==> src/rtl/vga_timing_master.sv <==
// rtl/vga_timing_master.sv - VGA timing master with valid/ready pixel pull, underflow and SOF checking
module vga_timing_master #(
  parameter int HORIZ_SYNC         = 96,
  parameter int HORIZ_BACK_PORCH   = 48,
  parameter int HORIZ_ACTIVE_WIDTH = 640,
  parameter int HORIZ_FRONT_PORCH  = 16,
  parameter int VERT_SYNC          = 2,
  parameter int VERT_BACK_PORCH    = 33,
  parameter int VERT_ACTIVE_HEIGHT = 480,
  parameter int VERT_FRONT_PORCH   = 10,
  parameter int COLOUR_DEPTH       = 8,
  parameter logic [3*COLOUR_DEPTH-1:0] UNDERFLOW_COLOUR = 24'hFF00FF
) (
  input  logic                      PCLK,
  input  logic                      RST_N,
  input  logic                      EN,
  input  logic                      CLR_STATUS,
  input  logic                      PIX_VALID,
  output logic                      PIX_READY,
  input  logic [3*COLOUR_DEPTH-1:0] PIX_DATA,
  input  logic                      PIX_SOF,
  output logic                      FRAME_START,
  output logic                      VSYNC_OUT,
  output logic                      HSYNC_OUT,
  output logic [COLOUR_DEPTH-1:0]   RED_OUT,
  output logic [COLOUR_DEPTH-1:0]   GREEN_OUT,
  output logic [COLOUR_DEPTH-1:0]   BLUE_OUT,
  output logic                      UNDERFLOW,
  output logic                      SYNC_ERR,
  output logic [15:0]               UNDERFLOW_CNT
);

  localparam int HTOTAL = HORIZ_SYNC + HORIZ_BACK_PORCH + HORIZ_ACTIVE_WIDTH + HORIZ_FRONT_PORCH;
  localparam int VTOTAL = VERT_SYNC + VERT_BACK_PORCH + VERT_ACTIVE_HEIGHT + VERT_FRONT_PORCH;
  localparam int HW = $clog2(HTOTAL);
  localparam int VW = $clog2(VTOTAL);
  localparam int CW = 3 * COLOUR_DEPTH;

  localparam logic [HW-1:0] H_LAST      = HW'(HTOTAL - 1);
  localparam logic [HW-1:0] H_SYNC_END  = HW'(HORIZ_SYNC);
  localparam logic [HW-1:0] H_ACT_START = HW'(HORIZ_SYNC + HORIZ_BACK_PORCH);
  localparam logic [HW-1:0] H_ACT_END   = HW'(HORIZ_SYNC + HORIZ_BACK_PORCH + HORIZ_ACTIVE_WIDTH);
  localparam logic [VW-1:0] V_LAST      = VW'(VTOTAL - 1);
  localparam logic [VW-1:0] V_SYNC_END  = VW'(VERT_SYNC);
  localparam logic [VW-1:0] V_ACT_START = VW'(VERT_SYNC + VERT_BACK_PORCH);
  localparam logic [VW-1:0] V_ACT_END   = VW'(VERT_SYNC + VERT_BACK_PORCH + VERT_ACTIVE_HEIGHT);

  logic [HW-1:0] hCnt;
  logic [VW-1:0] vCnt;
  logic          enFrame;
  logic          lastPix;
  logic          act;
  logic          firstPix;
  logic          underflowEvt;
  logic          sofErrEvt;
  logic [CW-1:0] rgbQ;

  assign lastPix  = (hCnt == H_LAST) && (vCnt == V_LAST);
  assign act      = (hCnt >= H_ACT_START) && (hCnt < H_ACT_END) &&
                    (vCnt >= V_ACT_START) && (vCnt < V_ACT_END);
  assign firstPix = (hCnt == H_ACT_START) && (vCnt == V_ACT_START);

  // Ready depends only on screen position and the frame-latched enable, never on PIX_VALID
  assign PIX_READY    = act && enFrame;
  assign underflowEvt = PIX_READY && !PIX_VALID;
  assign sofErrEvt    = PIX_READY && PIX_VALID && (firstPix ? !PIX_SOF : PIX_SOF);

  assign RED_OUT   = rgbQ[CW-1 -: COLOUR_DEPTH];
  assign GREEN_OUT = rgbQ[2*COLOUR_DEPTH-1 -: COLOUR_DEPTH];
  assign BLUE_OUT  = rgbQ[COLOUR_DEPTH-1:0];

  // Raster counters; reset parks them on the last pixel so the first clock opens frame 0
  always_ff @(posedge PCLK or negedge RST_N) begin
    if (!RST_N) begin
      hCnt <= H_LAST;
      vCnt <= V_LAST;
    end else if (hCnt == H_LAST) begin
      hCnt <= '0;
      vCnt <= (vCnt == V_LAST) ? '0 : vCnt + VW'(1);
    end else begin
      hCnt <= hCnt + HW'(1);
    end
  end

  // Enable is only sampled on the last pixel so a frame is either fully video or fully blank
  always_ff @(posedge PCLK or negedge RST_N) begin
    if (!RST_N)       enFrame <= 1'b0;
    else if (lastPix) enFrame <= EN;
  end

  // Syncs, frame pulse and colour all register the same counter snapshot to stay aligned
  always_ff @(posedge PCLK or negedge RST_N) begin
    if (!RST_N) begin
      HSYNC_OUT   <= 1'b1;
      VSYNC_OUT   <= 1'b1;
      FRAME_START <= 1'b0;
      rgbQ        <= '0;
    end else begin
      HSYNC_OUT   <= !(hCnt < H_SYNC_END);
      VSYNC_OUT   <= !(vCnt < V_SYNC_END);
      FRAME_START <= (hCnt == '0) && (vCnt == '0);
      if (PIX_READY) rgbQ <= PIX_VALID ? PIX_DATA : UNDERFLOW_COLOUR;
      else           rgbQ <= '0;
    end
  end

  // Sticky status; a new event in the same cycle as a clear takes priority
  always_ff @(posedge PCLK or negedge RST_N) begin
    if (!RST_N) begin
      UNDERFLOW     <= 1'b0;
      SYNC_ERR      <= 1'b0;
      UNDERFLOW_CNT <= '0;
    end else begin
      UNDERFLOW <= underflowEvt || (UNDERFLOW && !CLR_STATUS);
      SYNC_ERR  <= sofErrEvt || (SYNC_ERR && !CLR_STATUS);
      if (CLR_STATUS)
        UNDERFLOW_CNT <= underflowEvt ? 16'd1 : 16'd0;
      else if (underflowEvt && (UNDERFLOW_CNT != 16'hFFFF))
        UNDERFLOW_CNT <= UNDERFLOW_CNT + 16'd1;
    end
  end

endmodule
==> config.mk <==
export PLATFORM = sky130hd
export DESIGN_NAME = vga_timing_master
export DESIGN_NICKNAME = d
export VERILOG_FILES = /design/src/rtl/vga_timing_master.sv
export SDC_FILE = /design/constraint.sdc
export NUM_CORES = 1
export LEC_CHECK = 0
export ABC_AREA = 1
export BUFFER_PORTS_ARGS = -buffer_cell sky130_fd_sc_hd__buf_4
export CAP_MARGIN = 10
export CORE_MARGIN = 2
export CORE_UTILIZATION = 54
export DETAILED_ROUTE_END_ITERATION = 12
export PLACE_DENSITY = 0.82
export SYNTH_ARGS = -nofsm -noshare
export SYNTH_HDL_FRONTEND = slang
export SYNTH_SLANG_ARGS = --single-unit
==> constraint.sdc <==
create_clock -name PCLK -period 2.5 [get_ports PCLK]
set_clock_uncertainty 0.1 [all_clocks]
set_input_delay 0.25 -clock PCLK [delete_from_list [all_inputs] [get_ports PCLK]]
set_output_delay 0.25 -clock PCLK [all_outputs]
set_load 0.1 [all_outputs]
# After elaboration in Yosys (flattened, before gate mapping)
# Cells that the tools add are included.
# totals
reg_bits,66
in_bits,30
out_inout_bits,46
word_cells,55
# op_classes
add_sub_neg,3
n_lt_le_gt_ge,6
n_eq_ne,5
n_mux,8
reduce_logical,23
# ops
cell,count
$mux 24,2
$mux 16,2
$add 10x1->10 const B,2
$eq 10x10->1 const B,2
$logic_not 10->1,2
$lt 10x10->1 const B,2
$mux 10,2
$add 16x1->16 const B,1
$ne 16x16->1 const B,1
$logic_and 1x1->1,13
$eq 10x6->1 const B,1
$eq 10x8->1 const B,1
$ge 10x6->1 const B,1
$ge 10x8->1 const B,1
$lt 10x2->1 const B,1
$lt 10x7->1 const B,1
$logic_not 1->1,5
$logic_or 1x1->1,2
$mux 1,2
$reduce_bool 2->1,1

# Logic depth before layout (Yosys ltp)
# logic_depth
word_depth,9
mapped_depth,12
ltp_nobuf,11

# Least setup slack after synthesis
# No wires, ideal clock.
# synth_timing
kind,register -> register
start,reg UNDERFLOW_CNT[0]
end,reg UNDERFLOW_CNT[5]
setup_ns,0.121
arrival_ns,2.304
required_ns,2.279
slack_ns,-0.025
path_stages_with_launch,12
path_buffers,1
synth_period_minus_slack_ns,2.525
path_cell_list,dfrtp_1 -> ha_1 -> nand2_1 -> nor2_4 -> nand2_4 -> nor2_8 -> nand3_4 -> nand3_4 -> nand2_4 -> buf_12 -> nand2_2 -> nand2_1
# synth_via
elab_chain_len,3
word_cells_on_any_way,6
cone_classes,1 x add/sub; 1 x eq/ne; 2 x mux; 2 x reduce/logical
# synth_lines
item,line_no,rtl
from (decl),30,output logic [15:0] UNDERFLOW_CNT
from (signal assigned),117,UNDERFLOW_CNT <= underflowEvt ? 16'd1 : 16'd0;
from (signal assigned),119,UNDERFLOW_CNT <= UNDERFLOW_CNT + 16'd1;
$add 16x1->16 / $ne 16x16->1 (equally long branches),"119, 118",
$mux 16 / $logic_and 1x1->1 (equally long branches),118,else if (underflowEvt && (UNDERFLOW_CNT != 16'hFFFF))
$mux 16 / $reduce_bool 2->1 (equally long branches),--,
# Parallel ways exist; a longest one is shown, timed or not. The select of a mux whose other input is x is not followed.
# A chain may end at the register's enable or synchronous reset.

# Final worst setup path
# layout_timing
start,reg vCnt[0]
end,out PIX_READY
# layout_via
elab_chain_len,4
word_cells_on_any_way,5
cone_classes,2 x order compare; 3 x reduce/logical
# layout_lines
item,line_no,rtl
from (decl),49,logic [VW-1:0] vCnt;
from (signal assigned),79,vCnt <= (vCnt == V_LAST) ? '0 : vCnt + VW'(1);
$ge 10x6->1,60,(vCnt >= V_ACT_START) && (vCnt < V_ACT_END);
$logic_and 1x1->1,59,assign act = (hCnt >= H_ACT_START) && (hCnt < H_ACT_END) &&
$logic_and 1x1->1 (*),60,
$logic_and 1x1->1 (*),64,assign PIX_READY = act && enFrame;
to (decl),19,"output logic PIX_READY,"
# Every way passes the cells marked *; elsewhere a longest branch is shown, timed or not.

==> out/results.ini <==
[timing]
setup_viol = 0
slew_violations = 0
timing.fmax_mhz = 444
post-route-period-util_pct = 90.1
tns_ns = 0
worst_slew_margin_rel_pct = 44.4
tightest_slew_ns = 0.833
hold_ws_ns = 0.0113
rsz0062_at_grt = false
final.min_clock_period_ns = 2.25
hold_viol_final = 0

[die]
die_area_sq_mm = 0.00692
die_h_um = 83.2
coreArea_sq_mm = 0.00599
die_x_um = 83.2
start_util_pct = 56.5
io_pins = 76
rows = 28

[yosys]
ys_ff_latch = 66
syn_avg_cell_area_sq_um = 8.34
syn_area_sq_mm = 0.00339
synth.distinct_cells = 35
ys_warn_count = 0
seq_area_frac_synth_pct = 49.2
synth_cells = 406
syn_nets = 441

[setup_path]
cp_cell_sequence = ha_1, inv_1, nor2_1, nand2_1, nand3_4, nor2_8, buf_4
crit_slowest_cell = dfrtp_1
cp-end-kind = output port
max_stage_delay_ns = 0.43
criticalPathCategory = reg2out
cp.required_ns = 2.15
worstSetupStartpointType = flop
critPathArrivalTime_ns = 1.90
cp_max_fo = 6

[grt]
antenna_found_initial = 0
grt_pass1_wl_mm = 13.1
grt_usage_pct = 23.4
overflow = 0
grt_pass1_vias = 2920
grt_max_degree = 67

[detailed_routing]
drt_wl_total_mm = 7.86
vias_per_cell = 5.21
vias = 2947
drt-initial-drc-count = 237
drtAntennaViolNets = 0
dr.pass1.iters = 5
drc = 0
wl_per_cell_um = 13.9

[power_and_ir_drop]
finalPower_uw = 2250
p_leak_uw = 0.00218
ir_drop_mv = 0.402
power_density_mw_per_mm2 = 528

[clocking]
cts_sinks = 66
clkTransAtPathRegs_ns = 0.08
cts_buffers = 9
tritoncts = yes
cts_max_path_buffers = 2
clock-root-buffer = clkbuf_8
insertion_delay_ns = 0.33
cts_resized = 0
h-tree-depth = 3

[status]
outcome = complete, no violations

[finish]
n_antenna_cell = 0
mostFrequentLayoutCells = nor2_1 (85), nand2_1 (82), buf_4 (77), dfrtp_1 (52)
n_fill_cell = 459
layout.nets = 521
post-route-util_pct = 71.1
layout-drive-gt1-share_pct = 28.7
final_common_cell = nor2_1
syn_to_final_growth_pct = 25.7
layout.cells.non_filler = 566
register_area_sq_mm = 0.00167
multi_input_area_sq_mm = 0.00152

[place]
post-place-cells = 549
dp_hpwl_mm = 5.60
gp_congestion = 0.863
io_buffers = 75

[hold_path]
hp-class = in2reg

[run]
maxCapViolations = 0

worst paths after layout:
check                      cells past startpoint  slack (ns)  startpoint          endpoint
max                                            7        0.25     vCnt[0]         PIX_READY
min                                            3        0.01          EN           enFrame
max reg2reg                                   10        0.44     vCnt[0]  UNDERFLOW_CNT[2]
min reg2reg                                    2        0.39     enFrame           enFrame
max in group asynchronous                      2        1.25       RST_N  UNDERFLOW_CNT[0]
min in group asynchronous                      2        0.46       RST_N           hCnt[6]
power breakdown:
part / switching, uW / internal, uW / total (uW)
Sequential: 0.000432 / 1070 / 1070
Clock: 423 / 662 / 1090
Combinational: 54.8 / 37.9 / 92.6
Total: 477 / 1770 / 2250
routing by layer:
metal	up-vias	part of all wire, %	GRT usage (%)
met5	-	0	0
met4	0	1.3	10.3
met3	8	5.8	4.97
met2	98	51	39.1
met1	1392	42	29.2
li1	1449	-	-
per-stage QoR:
step,instance area [sq um],setup WS (ns)
floorplan,3390,0.127
detailed placement,4010,0.474
CTS,4260,0.245
global placement,4010,0.549
global route,4260,0.121
finish,4260,0.248
final cells by class:
class,count,area share [%]
tap,75,2.20
clock buffer,9,2.91
timing repair buffer,78,13.8
multi-input combinational,292,35.7
clock inverter,7,2.76
sequential,66,39.2
inverter,39,3.44
worst max-delay path, delay by kind of cell (launching register included):
family,cells,cell delay [ns]
flops,1,0.43
fa+ha+maj,1,0.23
buf+inv,2,0.47
simple gates,4,0.43
Yosys cell counts (all sizes together):
master / number / share of area, %
nor2: 91 / 12
clkinv: 2 / 0.22
dfstp: 12 / 9.3
dfrtp: 54 / 40
nand3: 35 / 6.4
a31oi: 1 / 0.18
nor3b: 3 / 0.66
o31ai: 1 / 0.22
inv: 37 / 4.1
nand2: 97 / 12
xor2: 11 / 2.8
ha: 5 / 1.8
buf: 4 / 1.1
nor4b: 1 / 0.26
nor4: 3 / 0.74
a21boi: 1 / 0.33
clkbuf: 5 / 0.55
xnor2: 6 / 1.6
a21oi: 3 / 0.44
o21ai: 14 / 2.1
nor3: 11 / 1.8
nand4: 9 / 1.7
repair_timing:
action | 4_1_cts | 5_1_grt
setup endpoints to repair | 0 | 0
buffers inserted | 0 | 0
endpoints found under the hold margin | 54 | 0
hold buffers | 1 | 0
logic make-up (layout without fill, tap and decap cells):
| family | after synthesis | after routing | synth area share [%] |
|---|---|---|---|
| fa+ha+maj | 5 | 5 | 1.85 |
| flops | 66 | 66 | 49.2 |
| buf+inv | 48 | 133 | 5.98 |
| xor+xnor | 17 | 17 | 4.40 |
| simple gates | 250 | 250 | 35.3 |
| compound gates | 20 | 20 | 3.25 |
flip-flops by register name, summed over array words and instances, names as in the netlist:
signal and cells:
SYNC_ERR 1, UNDERFLOW 1, FRAME_START 1, HSYNC_OUT 1, rgbQ 24, hCnt 10, UNDERFLOW_CNT 16, enFrame 1
vCnt 10, VSYNC_OUT 1
Note: power is estimated with default switching activity, not from simulation.
